[config.mk]
export PLATFORM = sky130hd
export DESIGN_NAME = mips_multicycle_ctrl
export DESIGN_NICKNAME = d
export VERILOG_FILES = /design/src/rtl/mips_multicycle_ctrl.sv
export SDC_FILE = /design/constraint.sdc
export NUM_CORES = 1
export LEC_CHECK = 0
export ABC_AREA = 1
export ABC_CLOCK_PERIOD_IN_PS = 2190
export CAP_MARGIN = 20
export CORE_MARGIN = 2
export CORE_UTILIZATION = 42
export DETAILED_ROUTE_END_ITERATION = 8
export HOLD_SLACK_MARGIN = 0.02
export PLACE_DENSITY_LB_ADDON = 0.2
export SYNTH_ARGS = -nofsm -noshare
export SYNTH_HDL_FRONTEND = slang
export SYNTH_SLANG_ARGS = --single-unit
[constraint.sdc]
create_clock -name clk -period 2.19 [get_ports clk]
set_input_delay 0.3285 -clock clk [delete_from_list [all_inputs] [get_ports clk]]
set_output_delay 0.3285 -clock clk [all_outputs]
set_load 0.03 [all_outputs]
[src/rtl/mips_multicycle_ctrl.sv]
// rtl/mips_multicycle_ctrl.sv - multicycle MIPS main control FSM (optional BNE decode via MC_BNE_EN)
module mips_multicycle_ctrl #(
    parameter logic [5:0] OP_RTYPE = 6'b000000,
    parameter logic [5:0] OP_LW    = 6'b100011,
    parameter logic [5:0] OP_SW    = 6'b101011,
    parameter logic [5:0] OP_BEQ   = 6'b000100,
    parameter logic [5:0] OP_ADDI  = 6'b001000,
    parameter logic [5:0] OP_J     = 6'b000010
) (
    input  logic       clk,
    input  logic       rst_n,
    input  logic [5:0] Op,
    input  logic       Zero,
    input  logic       MemReady,
    output logic       IorD,
    output logic       MemWrite,
    output logic       MemRead,
    output logic       IRWrite,
    output logic       RegDst,
    output logic       MemtoReg,
    output logic       RegWrite,
    output logic       ALUSrcA,
    output logic [1:0] ALUSrcB,
    output logic [1:0] ALUOp,
    output logic [1:0] PCSrc,
    output logic       PCEn,
    output logic       Illegal
);

    localparam logic [5:0] OP_BNE = 6'b000101;

    typedef enum logic [3:0] {
        S_RESET   = 4'd0,
        S_FETCH   = 4'd1,
        S_DECODE  = 4'd2,
        S_MEMADR  = 4'd3,
        S_MEMRD   = 4'd4,
        S_MEMWB   = 4'd5,
        S_MEMWR   = 4'd6,
        S_EXECUTE = 4'd7,
        S_ALUWB   = 4'd8,
        S_BRANCH  = 4'd9,
        S_ADDIEX  = 4'd10,
        S_ADDIWB  = 4'd11,
        S_JUMP    = 4'd12
    } state_e;

    state_e state_q, state_d;
    // Op is only valid in DECODE, so the load/store choice is captured there for MEMADR.
    logic   is_sw_q, is_sw_d;
    logic   illegal_q, illegal_d;
    logic   branch_taken;

`ifdef MC_BNE_EN
    logic   is_bne_q, is_bne_d;
    assign branch_taken = is_bne_q ? ~Zero : Zero;
`else
    assign branch_taken = Zero;
`endif

    assign Illegal = illegal_q;

    // State and decode-time captures; reset aborts any instruction immediately.
    always_ff @(posedge clk or negedge rst_n) begin
        if (!rst_n) begin
            state_q   <= S_RESET;
            is_sw_q   <= 1'b0;
            illegal_q <= 1'b0;
`ifdef MC_BNE_EN
            is_bne_q  <= 1'b0;
`endif
        end else begin
            state_q   <= state_d;
            is_sw_q   <= is_sw_d;
            illegal_q <= illegal_d;
`ifdef MC_BNE_EN
            is_bne_q  <= is_bne_d;
`endif
        end
    end

    // Next-state and Moore output decode; PCEn/IRWrite also follow MemReady/Zero in FETCH/BRANCH.
    always_comb begin
        state_d   = state_q;
        is_sw_d   = is_sw_q;
        illegal_d = illegal_q;
`ifdef MC_BNE_EN
        is_bne_d  = is_bne_q;
`endif
        IorD      = 1'b0;
        MemWrite  = 1'b0;
        MemRead   = 1'b0;
        IRWrite   = 1'b0;
        RegDst    = 1'b0;
        MemtoReg  = 1'b0;
        RegWrite  = 1'b0;
        ALUSrcA   = 1'b0;
        ALUSrcB   = 2'b00;
        ALUOp     = 2'b00;
        PCSrc     = 2'b00;
        PCEn      = 1'b0;

        case (state_q)
            S_RESET: begin
                state_d = S_FETCH;
            end
            S_FETCH: begin
                MemRead = 1'b1;
                ALUSrcB = 2'b01;
                if (MemReady) begin
                    IRWrite = 1'b1;
                    PCEn    = 1'b1;
                    state_d = S_DECODE;
                end
            end
            S_DECODE: begin
                ALUSrcB = 2'b11;
                is_sw_d = (Op == OP_SW);
`ifdef MC_BNE_EN
                is_bne_d = (Op == OP_BNE);
`endif
                case (Op)
                    OP_LW, OP_SW: state_d = S_MEMADR;
                    OP_RTYPE:     state_d = S_EXECUTE;
                    OP_BEQ:       state_d = S_BRANCH;
                    OP_ADDI:      state_d = S_ADDIEX;
                    OP_J:         state_d = S_JUMP;
`ifdef MC_BNE_EN
                    OP_BNE:       state_d = S_BRANCH;
`endif
                    default: begin
                        illegal_d = 1'b1;
                        state_d   = S_FETCH;
                    end
                endcase
            end
            S_MEMADR: begin
                ALUSrcA = 1'b1;
                ALUSrcB = 2'b10;
                state_d = is_sw_q ? S_MEMWR : S_MEMRD;
            end
            S_MEMRD: begin
                IorD    = 1'b1;
                MemRead = 1'b1;
                if (MemReady) begin
                    state_d = S_MEMWB;
                end
            end
            S_MEMWB: begin
                MemtoReg = 1'b1;
                RegWrite = 1'b1;
                state_d  = S_FETCH;
            end
            S_MEMWR: begin
                IorD     = 1'b1;
                MemWrite = 1'b1;
                if (MemReady) begin
                    state_d = S_FETCH;
                end
            end
            S_EXECUTE: begin
                ALUSrcA = 1'b1;
                ALUOp   = 2'b10;
                state_d = S_ALUWB;
            end
            S_ALUWB: begin
                RegDst   = 1'b1;
                RegWrite = 1'b1;
                state_d  = S_FETCH;
            end
            S_BRANCH: begin
                ALUSrcA = 1'b1;
                ALUOp   = 2'b01;
                PCSrc   = 2'b01;
                PCEn    = branch_taken;
                state_d = S_FETCH;
            end
            S_ADDIEX: begin
                ALUSrcA = 1'b1;
                ALUSrcB = 2'b10;
                state_d = S_ADDIWB;
            end
            S_ADDIWB: begin
                RegWrite = 1'b1;
                state_d  = S_FETCH;
            end
            S_JUMP: begin
                PCSrc   = 2'b10;
                PCEn    = 1'b1;
                state_d = S_FETCH;
            end
            default: begin
                state_d = S_RESET;
            end
        endcase
    end

endmodule
== Yosys cells after proc, flatten, opt, wreduce, memory -nomap -nowiden ==
Index checks and enable logic that the tools add are counted.

* Bits in registers: 6
* Latch bits: 0
* Memory bits (writable): 0
* Memory bits (read-only): 0
* Bits of input ports: 10
* Output and inout bits: 16
* Word-level logic and storage cells: 55
* Memories kept: 0

* Add/sub/neg operators: 0
* Multipliers: 0
* Div/mod/pow operators: 0
* Order comparisons: 0
* Eq/ne operators: 20
* Shift-type cells: 0
* Multiplexer cells: 19
* Bitwise operators: 1
* Reduce and logical (&&, ||, !) cells: 12

{| class="wikitable"
|+ Operator list
! cell !! count
|-
| $pmux W4 S8 || 1
|-
| $eq A4 B4 Y1 const B || 5
|-
| $pmux W4 S5 || 1
|-
| $eq A4 B3 Y1 const B || 4
|-
| $eq A6 B6 Y1 const B || 2
|-
| $mux W4 || 3
|-
| $reduce_or A6 Y1 || 2
|-
| $mux W1 || 9
|-
| $eq A4 B2 Y1 const B || 2
|-
| $pmux W2 S2 || 2
|-
| $reduce_or A2 Y1 || 4
|-
| $eq A6 B2 Y1 const B || 1
|-
| $eq A6 B3 Y1 const B || 1
|-
| $eq A6 B4 Y1 const B || 1
|-
| $logic_not A6 Y1 || 1
|-
| $ne A2 B2 Y1 const B || 3
|-
| $pmux W2 S3 || 1
|-
| $eq A4 B1 Y1 const B || 1
|-
| $logic_not A4 Y1 || 1
|-
| $reduce_or A4 Y1 || 1
|-
| $pmux W1 S3 || 1
|-
| $reduce_and A3 Y1 || 1
|-
| $reduce_or A3 Y1 || 1
|-
| $mux W2 || 1
|-
| 2 further kinds || 2
|}

== Logic depth before layout (Yosys ltp) ==
Gate-level depths: netlist of run 1.

* Depth in word-level cells: 4
* Gate-level depth with buffers: 8
* Mapped depth without buffers: 8

== Worst setup path after synthesis of run 1 ==
No wires, ideal clock.

* Kind: register to output
* Start: reg state_q[1]
* End: out PCEn
* Arrival time: 1,669 ps
* Required time: 1,862 ps
* Slack: 193 ps
* Stages on the path, launching flop included: 5
* Path buffers: 0
* Path through: dfrtp_1 -> nor2_1 -> inv_1 -> nor3_1 -> a211o_1

* Cells in the longest elaborated chain, start to end: 2
* Elaborated cells between the ends (all ways): 4
* Classes of those cells: eq/ne: 3; mux: 1

{| class="wikitable"
|+ Ends and longest elaborated chain
! what !! line !! RTL
|-
| from (decl) || 48 || <nowiki>state_e state_q, state_d;</nowiki>
|-
| from (signal assigned) || 73 || <nowiki>state_q <= state_d;</nowiki>
|-
| $eq A4 B4 Y1 / $eq A4 B1 Y1 (equally long branches) || 103 || <nowiki>case (state_q)</nowiki>
|-
| $pmux W1 S3 (*) || 103 ||
|-
| to (decl) || 26 || <nowiki>output logic PCEn,</nowiki>
|}

Mark *: on every way between the ends. The rest lies on a longest branch, timed or not.

== Worst setup path in the final report of run 1 ==
* Start: reg state_q[0]
* End: out PCEn

Same word-level chain as after synthesis.

==> results of run 1 <==
[synthesized netlist by cell type, drive strengths merged]
library cell,instances,share of area
o21ai,4,0.043
inv,18,0.12
a211o,1,0.016
nand2,31,0.22
nor2,23,0.18
a21oi,3,0.027
nor3,3,0.027
buf,1,0.013
dfrtp,6,0.27
nand3,10,0.090
[area by class of cell]
class	instances	area, sq um	share of cell area
tap	15	18.77	0.02219
multi-input combinational	75	332.8	0.3935
clock buffer	3	22.52	0.02663
sequential	6	150.1	0.1775
timing repair buffer	25	254.0	0.3003
inverter	18	67.56	0.07988
[cell usage in the layout, fill, tap and decap left out]
master and n:
o21ai_0 3, nand2_2 2, nor2_2 5, nor2_1 18, dfrtp_1 6, nand3_1 10
nor3_1 3, a211o_1 1, a21oi_1 3, clkdlybuf4s50_1 11, inv_1 15, clkbuf_4 3
dlygate4sd2_1 7, clkdlybuf4s15_1 2, dlymetal6s2s_1 5, inv_2 3, nand2_1 29, o21ai_2 1
[cell families after synthesis]
group	synth area share
simple gates	0.5112
compound gates	0.08519
buf+inv	0.1345
flops	0.2691
[metrics by stage]
stage,utilization,hold WS [ps]
final,0.6667,334.4
after CTS,0.6548,335.7
after detailed placement,0.6460,461.8
after global placement,0.6460,450.1
after floorplan,-,32.91
after global routing,0.6667,348.7
[power by group through the flow]
| stage | registers [mW] | logic [mW] | clock network [mW] |
|---|---|---|---|
| detailed placement | 0.183 | 0.675 | 0 |
| global route | 0.185 | 0.704 | 0.112 |
| finish | 0.183 | 0.643 | 0.102 |
| global placement | 0.182 | 0.663 | 0 |
| CTS | 0.181 | 0.647 | 0.105 |
| floorplan | 0.174 | 0.449 | 0 |
[sequential cells by signal, indices dropped and copies added, names as in the netlist]
signal   cells
state_q      4
Illegal      1
is_sw_q      1
[metal layers]
layer / up-vias / wire length (microns) / track usage
li1: 362 / - / -
met1: 288 / 653 / 0.2107
met2: 16 / 787 / 0.4167
met3: 0 / 68 / 0.05000
met4: 0 / 0 / 0.06667
met5: - / 0 / 0
[path summary, 6_finish.rpt]
| kind | cells past startpoint | from | slack (ps) | end |
|---|---|---|---|---|
| min in group clk | 2 | Illegal | 470 | Illegal |
| min reg2reg | 2 | Illegal | 470 | Illegal |
| max | 6 | state_q[0] | 150 | PCEn |
| max reg2reg | 7 | state_q[0] | 870 | state_q[1] |
| min | 1 | rst_n | 330 | state_q[2] |
| max in group asynchronous | 1 | rst_n | 1620 | Illegal |
[timing repair]
item,4_1_cts,5_1_grt
setup endpoints to repair,9,7
resized for setup,9,7
hold buffers,0,0
[worst reg2reg max path, delay by kind of cell, from the launching register on]
family / cells / cell delay [ps]
buffers and inverters: 1 / 110
DFF: 1 / 440
and+or+nand+nor: 6 / 660
==> summary.txt, run 1 <==
Clock network
  • Worst-Skew Late Latency: about 240 ps
  • CTS tree: built
  • CTS buffer count: 3
  • Root Buffer: clkbuf_4
  • H-tree levels: 1
  • CTS Sinks: 6
  • Clk buf depth: 2
  • Clock slew at reported path FFs: about 50 ps
  • Setup bufs post-CTS: 0

Placed design
  • Post-DP HPWL: between 1 and 1.5 mm
  • Final RePlAce weighted congestion: 0.8224
  • DP Area: around 800 sq um
  • DP Cell Count: approximately 140
  • Post-Place Setup Slack: 92.35 ps
  • I/O Buffers: 25

Setup path
  • Worst path cell trace: inv_1 -> nor2_2 -> inv_1 -> nor2_2 -> a211o_1 -> clkdlybuf4s15_1
  • Worst path required time: 1860 ps
  • Worst EP arrival: 1710 ps
  • CP delay by family, top: buffers and inverters
  • Crit start category: flip-flop
  • Crit path max-delay cell type: dfrtp_1
  • Delay of the slowest critical-path stage: 440 ps
  • CP Class: reg -> out
  • CP endpoint kind: primary output
  • Crit path max fanout: 6
  • CP bufs+invs: 3

GRT
  • Overflow after GRT: 0
  • Antenna violations before repair: 0
  • Largest net degree at the start of global routing: 7
  • GRT Total Usage: 0.2114
  • Number of global-route vias before repair: 599
  • First-pass GRT wire length: approximately 2.2 mm

Timing
  • Final slew viol count: 0
  • Setup TNS: 0 ps
  • Skew final: 7.191 ps
  • Final setup violation count: 0
  • Worst Tran Pin Value: 319.3 ps
  • Setup WS post-layout: ~150 ps
  • RSZ-0062 raised after global routing: false
  • Fin crit period: 2040 ps
  • FMAX: 0.4903 GHz
  • Worst slew margin: 0.7868
  • Hold Vio Cnt, Final: 0
  • Crit share post-route: 0.9314

Yosys
  • Synth warn: 0
  • Synthesized netlist cell count: 100
  • Post-Syn Area: 558.0 sq um
  • Distinct cells, synth: 14
  • Mapped Nets: 110
  • Sequential share of the synthesized area: 0.2691
  • Flop and latch count out of synthesis: 6
  • Syn Area/Cell: 5.580 sq um

Cells and area
  • Share of post-route cells with drive strength above 1: 0.1102
  • Cell Count, Final, Fillers Out: 142
  • # nets final: 139
  • Final instance area: between 800 and 900 sq um
  • Filler Cell Count: 127
  • Ant. Diodes: 0
  • Area growth syn-to-layout: 51.57%

Power
  • Power, Total: 0.9279 mW
  • Sw Share: 0.5486
  • Peak supply drop: 0.5490 mV
  • P_int: between 0.4 and 0.5 mW
  • Comb pwr share: 0.693
  • Sequential share of power: 0.197
  • P_sw: 0.5091 mW
  • Leakage: 0.5580 nW
  • Clk pwr share: 0.110
  • P per Cell Area: 1097 mW/mm^2

Floorplanning
  • Starting Density: 0.4398
  • I/O pin cnt: 26
  • Die Span Y: 40.45 microns
  • Core ar.: 0.001269 sq mm
  • Horiz. Die Dim: 40.45 microns
  • Full die area: 0.001636 sq mm
  • Core Rows: 13

Drt
  • DR vias: 666
  • Initial drt markers: 12
  • # DRC: 0
  • Drt wl/cell: 10.63 microns
  • Post-Route WL: approximately 1.5 mm
  • Via density: 4.690
  • Routed Antenna Nets: 0
  • DR pass1 iterations: 4

Min path
  • Hold crit path type: in -> async

Job
  • Max-Cap Viols: 0

Outcome
  • Outcome: finished, final reports clean
Power figures use the tool's default switching activity.
==> inputs of run 2 (changes only) <==
CAP_MARGIN = not set   (was 20)
SKIP_CTS_REPAIR_TIMING = 1   (was not set)
SLEW_MARGIN = 10   (was not set)
==> run 2 against run 1 <==
Via count decreased by 0.30%; count of clock-buffer cells in the layout is the same; register-to-register slack is essentially flat; global-route usage stayed put; sequential power about the same; sequential cell count is the same; sequential share of layout area fell by 0.63 points; non-clock buffer count unchanged; first-iteration DRC count grew 8.3%.
==> summary.txt, run 2 (synthesized netlist as in run 1, its figures left out) <==
Outcome
  • Outcome: finished, final reports clean

Drt
  • Drt wl/cell: 10.63 microns
  • Routed Antenna Nets: 0
  • Via density: 4.676
  • Initial drt markers: 13
  • # DRC: 0
  • DR pass1 iterations: 4
  • DR vias: 664
  • Post-Route WL: 1.510 mm

GRT
  • Number of global-route vias before repair: 599
  • First-pass GRT wire length: 2.249 mm
  • M1 GR Usage: 0.2107
  • Overflow after GRT: 0
  • Met3 Use GR: 0.05000
  • Antenna violations before repair: 0
  • Met2 GRT Util: 0.4167
  • GRT Total Usage: 0.2114
  • Largest net degree at the start of global routing: 7
  • Gr busiest metal: met2

Setup path
  • Crit path max-delay cell type: clkdlybuf4s50_1
  • Reg-to-reg endpoint: state_q[1]
  • CP endpoint kind: primary output
  • Worst path cell trace: inv_2 -> nor2_2 -> nand2_1 -> inv_1 -> clkdlybuf4s50_1
  • Worst path required time: 1860 ps
  • Reg2reg setup slack: approximately 880 ps
  • Delay of the slowest critical-path stage: 650 ps
  • R2R depth: 7
  • Crit. Startpoint: state_q[2]
  • Crit start category: flip-flop
  • Crit path max fanout: 4
  • CP Class: reg -> out
  • Worst EP arrival: 1680 ps
  • Worst reg2reg startpoint: state_q[0]

Power
  • P per Cell Area: approximately 1100 mW/mm^2
  • Power, Total: 0.9491 mW
  • P_int: between 0.4 and 0.5 mW
  • Sw Share: 0.5342
  • P_sw: a little over 0.5 mW
  • Comb pwr share: 0.701
  • Leakage: 0.6768 nW
  • Peak supply drop: between 0.5 and 0.6 mV
  • Sequential share of power: 0.192
  • Clk pwr share: 0.108

Cells and area
  • Most common cell after layout, fill and taps aside: nand2_1
  • Largest register FFs: 4
  • # nets final: 139
  • Ant. Diodes: 0
  • Area growth syn-to-layout: 57.17%
  • Most frequent cells in the layout: nand2_1 (29), nor2_1 (18), inv_1 (15), dlymetal6s2s_1 (14), clkdlybuf4s50_1 (11)
  • Share of post-route cells with drive strength above 1: 0.1102
  • Largest Register: state_q
  • Cell Count, Final, Fillers Out: 142

Timing
  • Final setup violation count: 0
  • Worst Tran Pin Value: 316.3 ps
  • RSZ-0062 raised after global routing: false
  • WHS: 334.0 ps
  • FMAX: 0.4983 GHz
  • Final slew viol count: 0
  • Skew final: 7.417 ps
  • Hold Vio Cnt, Final: 0
  • Worst slew margin: 0.7875
  • Fin crit period: around 2000 ps
  • Crit share post-route: 0.9163

Clock network
  • CTS Sinks: 6
  • Clk buf depth: 2
  • CTS buffer count: 3
  • Clock slew at reported path FFs: around 50 ps
  • H-tree levels: 1
  • Worst-Skew Late Latency: 240 ps
  • CTS tree: built
  • Root Buffer: clkbuf_4

Floorplanning
  • I/O pin cnt: 26
  • Starting Density: 0.4398
  • Core Rows: 13
  • Horiz. Die Dim: 40.45 microns
  • Full die area: 0.001636 sq mm
  • Die Span Y: 40.45 microns
  • Core ar.: 0.001269 sq mm

Min path
  • Hold crit path type: in -> async

Placed design
  • I/O Buffers: 25
  • Post-DP HPWL: 1.223 mm
  • Final RePlAce weighted congestion: roughly 0.8
  • DP Cell Count: 139

Job
  • Max-Cap Viols: 0
## run 2: changes by cell type in the layout (fill, tap and decap cells not counted), sizes merged
cell	change
dlymetal6s2s	+9
clkdlybuf4s15	-2
dlygate4sd2	-7
## run 2: layer usage
layer | up-vias | wire length (microns)
met5 | - | 0
met4 | 0 | 0
met1 | 286 | 657
li1 | 362 | -
met2 | 16 | 783
met3 | 0 | 69
## run 2: final cells by class
class | instances | area [sq um]
Inverter | 18 | 67.56
Fill cell | 123 | 391.6
Multi-Input combinational cell | 75 | 332.8
Clock buffer | 3 | 22.52
Tap cell | 15 | 18.77
Timing Repair Buffer | 25 | 285.3
Sequential cell | 6 | 150.1
## run 2: power by group through the flow
stage	logic, mW	clock network, mW	registers [mW]
2_1_floorplan	0.449	0	0.174
3_3_place_gp	0.663	0	0.182
3_5_place_dp	0.675	0	0.183
4_1_cts	0.684	0.105	0.181
5_1_grt	0.727	0.112	0.185
6_report	0.665	0.102	0.182
## run 2: worst max-delay path, delay by kind of cell, from the launching register on
kind / cells / cell delay (ps)
DFF: 1 / 410
and+or+nand+nor: 2 / 260
buffers and inverters: 3 / 770
## run 2: worst max path at each step
stage / to / slack (ps) / depth (start not counted)
6_report: IorD / 180 / 5
4_1_cts: PCEn / -170 / 6
5_1_grt: IorD / 40 / 5
2_1_floorplan: PCEn / 190 / 4
3_3_place_gp: PCEn / 100 / 5
3_5_place_dp: PCEn / 90 / 6
## run 2: metrics by stage
stage          TNS (ps)  utilization  instance area, sq um  setup slack (ps)
2_1_floorplan         0            -                 558.0             192.6
3_3_place_gp          0       0.6460                 819.5             101.0
3_5_place_dp          0       0.6460                 819.5             92.35
4_1_cts          -743.7       0.6637                 842.1            -168.4
5_1_grt               0       0.6913                 877.1             36.30
6_report              0       0.6913                 877.1             183.2
==> inputs of run 3 (changes only) <==
==> constraint.sdc (replaced) <==
create_clock -name clk -period 2.19 [get_ports clk]
set_input_delay 0.3285 -clock clk [delete_from_list [all_inputs] [get_ports clk]]
set_output_delay 0.3285 -clock clk [all_outputs]
set_load 0.1 [all_outputs]
==> run 3 against run 2 <==
Highest routed layer unchanged; combinational power up 100%; clock power about the same; global-route usage up 2.1 points; register-to-register slack about the same; non-clock buffer count unchanged; die area unchanged; largest power group unchanged.
==> summary.txt, run 3 (synthesized netlist as in run 1, its figures left out) <==
Timing
  • Hold Vio Cnt, Final: 0
  • WHS: 322.7 ps
  • Final setup violation count: 0
  • Fin crit period: 2001 ps
  • Setup WS post-layout: 189.1 ps
  • Final slew viol count: 0
  • Crit share post-route: 0.9136
  • Worst slew margin: 0.8004
  • RSZ-0062 raised after global routing: false
  • FMAX: approximately 0.5 GHz
  • Worst Tran Pin Value: between 200 and 300 ps
  • Skew final: ~2.5 ps

Drt
  • Routed Antenna Nets: 0
  • Initial drt markers: 10
  • DR pass1 iterations: 2
  • Post-Route WL: 1.566 mm
  • DR vias: 682
  • Via density: roughly 4.8
  • Drt wl/cell: 11.03 microns
  • # DRC: 0

Floorplanning
  • Full die area: 0.001636 sq mm
  • Die Span Y: 40.45 microns
  • Core Rows: 13
  • I/O pin cnt: 26
  • Core ar.: about 0.0013 sq mm
  • Horiz. Die Dim: 40.45 microns
  • Starting Density: 0.4398

Cells and area
  • Largest register FFs: 4
  • Final instance area: 0.001026 sq mm
  • Filler Cell Count: 82
  • Most frequent cells in the layout: nand2_1 (28), inv_1 (15), buf_12 (15), nor2_1 (14), nand3_1 (10)
  • Most common cell after layout, fill and taps aside: nand2_1
  • Area growth syn-to-layout: 83.86%
  • Core Util, Final: 0.8087
  • Largest Register: state_q
  • # nets final: 139
  • Share of post-route cells with drive strength above 1: 0.2992
  • Ant. Diodes: 0

Clock network
  • CTS buffer count: 3
  • Root Buffer: clkbuf_4
  • H-tree levels: 1
  • Clk buf depth: 2
  • Worst-Skew Late Latency: 240 ps
  • Clock slew at reported path FFs: 50 ps
  • CTS tree: built
  • CTS Sinks: 6

Setup path
  • CP endpoint kind: primary output
  • Crit path max fanout: 4
  • Crit path max-delay cell type: dfrtp_1
  • CP delay by family, top: simple AND/OR/NAND/NOR gates
  • Crit start category: flip-flop
  • Worst EP arrival: 1670 ps
  • Worst path cell trace: inv_1 -> nor2_1 -> inv_1 -> nor2_4 -> a211o_1 -> buf_12
  • Worst path required time: 1860 ps
  • CP Class: reg -> out
  • CP bufs+invs: 3
  • Cell mode on critical path: inv_1
  • Delay of the slowest critical-path stage: 390 ps

Power
  • Leakage: 0.5191 nW
  • P per Cell Area: 1596 mW/mm^2
  • Peak supply drop: 1.049 mV
  • Power, Total: 1.637 mW

Job
  • Max-Cap Viols: 0

Placed design
  • Final RePlAce weighted congestion: ~0.83
  • Post-Place Setup Slack: 419.8 ps
  • Post-DP HPWL: 1.414 mm
  • I/O Buffers: 25
  • DP Area: 0.001003 sq mm

GRT
  • GRT Total Usage: 0.2328
  • Overflow after GRT: 0
  • First-pass GRT wire length: ~2.5 mm
  • Largest net degree at the start of global routing: 7
  • Antenna violations before repair: 0
  • Number of global-route vias before repair: 619

Outcome
  • Outcome: finished, final reports clean

Min path
  • Hold crit path type: in -> async
run 3: cell count changes in the layout (fill, tap and decap cells not counted):
cell             before  now
nand2_2               2    3
clkdlybuf4s50_1      11    9
nor2_2                5    7
nor3_2                0    2
o21ai_0               3    2
nor2_1               18   14
o21ai_2               1    2
dlymetal6s2s_1       14    0
nor2_4                0    2
nand2_1              29   28
buf_12                0   15
nor3_1                3    1
buf_4                 0    1
run 3: where the power goes:
group	switching, mW	internal, mW
Sequential	0.0449	0.141
Clock	0.0411	0.0621
Combinational	0.921	0.427
Total	1.01	0.630
run 3: worst paths after layout:
path                         endpoint  cells after the start  startpoint  slack (ps)
max in group asynchronous  state_q[3]                      1       rst_n        1660
min                        state_q[2]                      1       rst_n         320
min in group clk              Illegal                      2     Illegal         470
max reg2reg                state_q[1]                      7  state_q[0]         890
max                              PCEn                      6  state_q[3]         190
min reg2reg                   Illegal                      2     Illegal         470
run 3: metrics by stage:
stage | setup TNS [ps] | cells
CTS | 0 | 142
global placement | 0 | 139
global route | 0 | 142
floorplan | -997.9 | 100
detailed placement | 0 | 139
finish | 0 | 142
run 3: metal layers:
layer / routed length, microns / share of wire / global-route usage / vias up
met1: 616 / 0.39 / 0.2534 / 301
met5: 0 / 0 / 0 / -
li1: - / - / - / 361
met2: 878 / 0.56 / 0.4683 / 20
met3: 71 / 0.045 / 0.03889 / 0
met4: 0 / 0 / 0.02500 / 0
run 3: worst register-to-register path, delay by kind of cell, from the launching register on:
| kind | cells | cell delay (ps) |
|---|---|---|
| buffers and inverters | 1 | 120 |
| flip-flops | 1 | 450 |
| AND/OR/NAND/NOR | 6 | 620 |
run 3: area by class of cell:
class                      instances  area (sq um)  area share
sequential                         6         150.1      0.1463
timing repair buffer              25         397.9      0.3878
clock buffer                       3         22.52     0.02195
tap                               15         18.77     0.01829
multi-input combinational         75         369.1      0.3598
inverter                          18         67.56     0.06585
